===== src/rtl/counter_pkg.sv =====
// Shared definitions for the JK-based counter family.
// The mode encoding is common to every counter stage so that cascaded stages agree.
package counter_pkg;

  typedef enum logic [1:0] {
    MODE_HOLD = 2'b00,
    MODE_UP   = 2'b01,
    MODE_DOWN = 2'b10,
    MODE_LOAD = 2'b11
  } mode_e;

endpackage


===== src/rtl/jk_ff_sync.sv =====
// Single JK flip-flop cell with synchronous active-high reset to a per-bit value.
module jk_ff_sync (
  input  logic clock,
  input  logic reset,
  input  logic rst_val,
  input  logic j,
  input  logic k,
  output logic q
);

  always_ff @(posedge clock) begin
    if (reset) begin
      q <= rst_val;
    end else begin
      unique case ({j, k})
        2'b00:   q <= q;
        2'b01:   q <= 1'b0;
        2'b10:   q <= 1'b1;
        default: q <= ~q;
      endcase
    end
  end

endmodule


===== src/rtl/jk_sync_mod_counter.sv =====
// Synchronous up/down modulo counter: every bit is a JK cell clocked on the same edge.
// Binary steps use per-bit toggles; wrap, load and illegal-state recovery use set/clear.
module jk_sync_mod_counter
  import counter_pkg::*;
#(
  parameter int unsigned WIDTH     = 4,
  parameter int unsigned MODULUS   = 16,
  parameter int unsigned RESET_VAL = 0
) (
  input  logic             clock,
  input  logic             reset,
  input  logic             en,
  input  logic [1:0]       mode,
  input  logic [WIDTH-1:0] load_val,
  output logic [WIDTH-1:0] Q,
  output logic             tc,
  output logic             wrap
);

  localparam logic [WIDTH-1:0] MaxVal    = WIDTH'(MODULUS - 1);
  localparam logic [WIDTH-1:0] RstVal    = WIDTH'(RESET_VAL);
  localparam logic [WIDTH:0]   ModExt    = (WIDTH + 1)'(MODULUS);
  localparam logic [WIDTH:0]   FullRange = {1'b1, {WIDTH{1'b0}}};
  // A full binary range wraps by itself through the toggle chain.
  localparam bit               Pow2      = (ModExt == FullRange);

  if (WIDTH < 1) begin : g_bad_width
    $error("jk_sync_mod_counter: WIDTH must be at least 1");
  end
  if (MODULUS < 2 || 64'(MODULUS) > (64'd1 << WIDTH)) begin : g_bad_modulus
    $error("jk_sync_mod_counter: MODULUS out of range");
  end
  if (RESET_VAL >= MODULUS) begin : g_bad_reset
    $error("jk_sync_mod_counter: RESET_VAL must be below MODULUS");
  end

  mode_e            mode_s;
  logic             at_max;
  logic             at_zero;
  logic             out_of_range;
  logic [WIDTH-1:0] load_tgt;
  logic [WIDTH-1:0] up_tgl;
  logic [WIDTH-1:0] dn_tgl;
  logic [WIDTH-1:0] tgt;
  logic [WIDTH-1:0] tgl;
  logic             use_tgt;
  logic [WIDTH-1:0] j;
  logic [WIDTH-1:0] k;
  logic             wrap_q;

  assign mode_s       = mode_e'(mode);
  assign at_max       = (Q == MaxVal);
  assign at_zero      = (Q == '0);
  assign out_of_range = !Pow2 && ({1'b0, Q} >= ModExt);
  assign load_tgt     = ({1'b0, load_val} >= ModExt) ? MaxVal : load_val;

  // Bit i toggles once every lower bit is 1 (up) or 0 (down).
  assign up_tgl[0] = 1'b1;
  assign dn_tgl[0] = 1'b1;
  for (genvar g = 1; g < WIDTH; g++) begin : g_chain
    assign up_tgl[g] = &Q[g-1:0];
    assign dn_tgl[g] = ~|Q[g-1:0];
  end

  // Depends only on Q, en and mode so cascades see no load_val path.
  assign tc = en & (((mode_s == MODE_UP) & at_max) | ((mode_s == MODE_DOWN) & at_zero));

  always_comb begin
    use_tgt = 1'b0;
    tgt     = '0;
    tgl     = '0;
    if (en) begin
      unique case (mode_s)
        MODE_HOLD: ;
        MODE_UP: begin
          if (out_of_range || (at_max && !Pow2)) begin
            use_tgt = 1'b1;
          end else begin
            tgl = up_tgl;
          end
        end
        MODE_DOWN: begin
          if (out_of_range) begin
            use_tgt = 1'b1;
          end else if (at_zero && !Pow2) begin
            use_tgt = 1'b1;
            tgt     = MaxVal;
          end else begin
            tgl = dn_tgl;
          end
        end
        MODE_LOAD: begin
          use_tgt = 1'b1;
          tgt     = load_tgt;
        end
        default: ;
      endcase
    end
    j = use_tgt ? tgt  : tgl;
    k = use_tgt ? ~tgt : tgl;
  end

  for (genvar i = 0; i < WIDTH; i++) begin : g_bit
    jk_ff_sync u_ff (
      .clock   (clock),
      .reset   (reset),
      .rst_val (RstVal[i]),
      .j       (j[i]),
      .k       (k[i]),
      .q       (Q[i])
    );
  end

  // A wrap happens exactly when the terminal count is taken on an edge.
  always_ff @(posedge clock) begin
    if (reset) begin
      wrap_q <= 1'b0;
    end else begin
      wrap_q <= tc;
    end
  end

  assign wrap = wrap_q;

endmodule


===== config.mk =====
export PLATFORM = sky130hd
export DESIGN_NAME = jk_sync_mod_counter
export DESIGN_NICKNAME = d
export VERILOG_FILES = /design/src/rtl/counter_pkg.sv /design/src/rtl/jk_ff_sync.sv /design/src/rtl/jk_sync_mod_counter.sv
export SDC_FILE = /design/constraint.sdc
export NUM_CORES = 1
export LEC_CHECK = 0
export CORE_MARGIN = 4
export CORE_UTILIZATION = 30
export CTS_BUF_LIST = sky130_fd_sc_hd__clkbuf_8
export DETAILED_ROUTE_END_ITERATION = 16
export HOLD_SLACK_MARGIN = 0.05
export PLACE_DENSITY_LB_ADDON = 0.3
export SLEW_MARGIN = 15
export SYNTH_ARGS = -nofsm -noshare
export SYNTH_HDL_FRONTEND = slang
export SYNTH_SLANG_ARGS = --single-unit

===== constraint.sdc =====
create_clock -name clock -period 2.7 [get_ports clock]
set_input_delay 0.27 -clock clock [delete_from_list [all_inputs] [get_ports clock]]
set_output_delay 0.27 -clock clock [all_outputs]
set_load 0.02 [all_outputs]

==> results.md <==
* Result of the run: completed
* Overall die area at about 0.0025 mm^2
* Number of max-capacitance violations reported at 0
* Endpoint type of the worst setup path: output pin
* Portion of the clock cycle consumed by the worst path in the final layout at 0.969
* Antenna-violating nets left at 0
* Pin count of the biggest net entering global routing at 16
* Number of distinct standard cells referenced by the synthesized netlist at 29
* Chip height at ~50 um
* Residual overflow from global routing at 0
* First-pass GRT wire length at 1850 um
* Final min period at approximately 2.6 ns
* Most numerous cell types in the synthesized netlist: sky130_fd_sc_hd__ha_1, sky130_fd_sc_hd__inv_1, sky130_fd_sc_hd__nor2b_1, sky130_fd_sc_hd__dfxtp_1, sky130_fd_sc_hd__o21ai_0
* Met2 WL post-DR at between 500 and 600 um
* Standard cell with the maximum stage delay on the critical path: sky130_fd_sc_hd__clkdlybuf4s50_1
* Transition time of the tightest slew-check pin at roughly 0.47 ns
* Initial core utilization at 0.316
* Crit path capture: tc
* Setup slack of the critical path after layout at between 0.08 and 0.09 ns
* Stages on the worst setup path at 6
* Root buffer selected by CTS: sky130_fd_sc_hd__clkbuf_8
* Worst r2r dst: g_bit[3].u_ff.q$_SDFFE_PP0P_
* Net count after synthesis at about 80
* Wire length on met3 at between 30 and 40 um
* Worst Path Max Fanout at 3
* Post-synth top area share at 0.186
* Floorplan row count at 15
* Met1 layer wirelength in the final routing at between 400 and 500 um
* Fin nets at 96
* Remaining design rule violation count at 0
* Number of search-and-repair iterations in the first detailed-routing pass at 4
* CORE AREA at about 0.0017 mm^2
* Cell count after synthesis at 66
* Sinks on the clock net at 5
* Async set-reset flop share out of synthesis at 0
* Number of instances resized during post-cts repair at 0
* Count of placed standard cells including taps at approximately 100
* Number of buffers inserted by port buffering at 14
* Maximum clock insertion buffer count at 2
* Total clock buffers created by CTS at 3
* Antenna violations before repair at 0
* Main synth FF type: sky130_fd_sc_hd__dfxtp_1
* Leading cell types by total area after synthesis: sky130_fd_sc_hd__dfxtp_1, sky130_fd_sc_hd__ha_1, sky130_fd_sc_hd__nor2b_1, sky130_fd_sc_hd__buf_4, sky130_fd_sc_hd__o21ai_0
* Layout overhead on the synthesized area at 35.5%
* Final hold vios at 0
* Clock latency on the worst-skew pair at 0.23 ns
* Yosys warns at 0
* Worst R2R Path Depth at 8
* Number of buffers inserted by hold repair at cts at 0
* Worst slew slack as a fraction of its limit at 0.686
* Clock tree from TritonCTS: yes
* Placed wire-length estimate after detailed placement at around 850 um
* Worst Clk Skew at around 0.0046 ns
* Family of cells with the greatest summed delay on the critical path: buffers and inverters
* Reg clk slew, reported paths at ~0.04 ns
* Number of DRC markers in iteration 0 at 6
* Worst-case vdd ir drop at approximately 0.27 mV
* Global-route usage over all layers at 0.0933
* H-tree level count at 1
* Kind of critical path: input port to output pin
* Buffers and inverters on the worst path at 2
* Fraction of the yosys area taken by sequential cells at 0.186
* Final cell utilization of the core at 0.428
* Buffer count from post-CTS setup fixing at 0
* Register-to-register setup slack at 0.42 ns
* Ant diodes at 0
* Pins Over Slew Limit at 0
* Worst setup startpoint: mode[1]
* P per Cell Area at about 430 mW/mm^2
* Final weighted congestion in routability-driven placement at 0.694
* Most used cell, CP: sky130_fd_sc_hd__clkdlybuf4s50_1
* Worst hold slack at ~0.53 ns
* Die Width at between 50 and 60 um
* EDFF count, synth at 0
* Arrival time at the worst endpoint at 2.35 ns
* FF+latch count, synth at 5
* Layout cells sized above 1 at 0.138
* Setup-failing EPs final at 0
* Maximum clock frequency at about 380 MHz
* Total via count after detailed routing at between 400 and 500
* Final wirelength at 1110 um
* Cell area after synthesis at around 540 um^2
* Maximum single-stage delay on the critical path at 0.60 ns
* Post-placement setup slack at -0.0922 ns
* Largest area contributor in the netlist: sky130_fd_sc_hd__dfxtp_1
* Number of global-route vias before repair at about 460
* Average cell area after synthesis at between 8 and 9 um^2
* Via density per instance at roughly 4.8
* R2R Path Start: g_bit[0].u_ff.q$_SDFFE_PP0P_
* Top layer in use: met4
* Final non-filler cell total at about 110
* Path type of the worst min-delay path: register to register
* Critical-path cell list: clkdlybuf4s50_1 -> ha_1 -> or4b_4 -> mux2i_1 -> and2_1 -> clkdlybuf4s50_1
* Hold_sp: g_bit[2].u_ff.q$_SDFFE_PP0P_
* Unrepaired setup endpoints after global routing: false
* Required arrival time at the worst endpoint at between 2 and 2.5 ns
* Routed length per instance at 10.6 um
* IO Count at 15
* Critical path startpoint category: input port
* Power Total at about 0.32 mW
* Leakage power at between 0.2 and 0.3 nW
how the worst min path moves through the flow:
stage | end | cells after the start
CTS | g_bit[2].u_ff.q$_SDFFE_PP0P_ | 2
finish | g_bit[2].u_ff.q$_SDFFE_PP0P_ | 2
global placement | g_bit[2].u_ff.q$_SDFFE_PP0P_ | 2
detailed placement | g_bit[2].u_ff.q$_SDFFE_PP0P_ | 2
floorplan | g_bit[1].u_ff.q$_SDFFE_PP0P_ | 1
global route | g_bit[2].u_ff.q$_SDFFE_PP0P_ | 2
worst register-to-register path, cell delays in order (launching register included):
cell and delay, ns:
sky130_fd_sc_hd__dfxtp_1 0.37, sky130_fd_sc_hd__or4b_4 0.57, sky130_fd_sc_hd__a21oi_4 0.19, sky130_fd_sc_hd__nor2b_1 0.18
sky130_fd_sc_hd__o21ai_0 0.11, sky130_fd_sc_hd__ha_1 0.35, sky130_fd_sc_hd__nor2_1 0.05, sky130_fd_sc_hd__nor4b_1 0.25
sky130_fd_sc_hd__a32o_1 0.16
sequential cells by signal, indices dropped and copies added (netlist names):
| name | flops |
|---|---|
| wrap | 1 |
| g_bit.u_ff.q | 4 |
placed cells by master, fill, tap and decap left out:
cell type	netlist	final
sky130_fd_sc_hd__a22oi_1	1	1
sky130_fd_sc_hd__o21ai_0	5	5
sky130_fd_sc_hd__or3_1	2	2
sky130_fd_sc_hd__or4b_4	1	1
sky130_fd_sc_hd__nor2_1	4	4
sky130_fd_sc_hd__o221ai_2	1	1
sky130_fd_sc_hd__nor2b_1	6	6
sky130_fd_sc_hd__nor4b_1	2	2
sky130_fd_sc_hd__o21a_1	1	1
sky130_fd_sc_hd__and2_1	2	2
sky130_fd_sc_hd__clkdlybuf4s50_1	0	14
sky130_fd_sc_hd__o21ai_1	1	1
sky130_fd_sc_hd__or2_2	1	1
sky130_fd_sc_hd__o21ba_2	1	1
sky130_fd_sc_hd__a21oi_1	4	4
sky130_fd_sc_hd__ha_1	6	6
sky130_fd_sc_hd__inv_1	6	7
sky130_fd_sc_hd__buf_4	4	2
sky130_fd_sc_hd__clkbuf_8	0	3
sky130_fd_sc_hd__nand2_1	1	1
sky130_fd_sc_hd__a21o_1	1	1
sky130_fd_sc_hd__a21oi_4	1	1
sky130_fd_sc_hd__nand4_1	1	1
sky130_fd_sc_hd__dfxtp_1	5	5
sky130_fd_sc_hd__o31ai_1	2	2
sky130_fd_sc_hd__a32o_1	1	1
sky130_fd_sc_hd__mux2i_1	1	1
sky130_fd_sc_hd__mux2_2	1	1
sky130_fd_sc_hd__and4b_1	1	1
sky130_fd_sc_hd__and3_1	1	1
cells by family (layout without fill, tap and decap cells):
kind of cell / count (synthesis) / in the layout / synth area share
DFF: 5 / 5 / 0.186
muxes: 2 / 2 / 0.0394
buffers and inverters: 12 / 26 / 0.116
AOI/OAI and AO/OA: 19 / 19 / 0.258
adders and majority gates: 6 / 6 / 0.139
and+or+nand+nor: 22 / 22 / 0.262
through the flow:
step           TNS [ns]  instance area, um^2
6_report              0                  731
5_1_grt               0                  731
4_1_cts               0                  731
3_5_place_dp    -0.0922                  686
3_3_place_gp    -0.0276                  686
2_1_floorplan         0                  539
cell type report:
type / instances / area, um^2
fill: 174 / 977
multi-input combinational: 49 / 377
timing repair buffer: 16 / 155
sequential: 5 / 100
clock buffer: 3 / 41.3
tap: 25 / 31.3
inverter: 6 / 22.5
clock inverter: 1 / 3.75
metal layers:
layer	global-route usage	up-vias
met5	0	-
met4	0.0673	0
met3	0.00890	2
met2	0.170	11
met1	0.0987	227
li1	-	259
report_power, final:
| part | internal, mW | switching, mW |
|---|---|---|
| Sequential | 0.0796 | 0.00735 |
| Combinational | 0.0494 | 0.0417 |
| Clock | 0.0979 | 0.0418 |
| Total | 0.227 | 0.0909 |
Power figures use the tool's default switching activity.
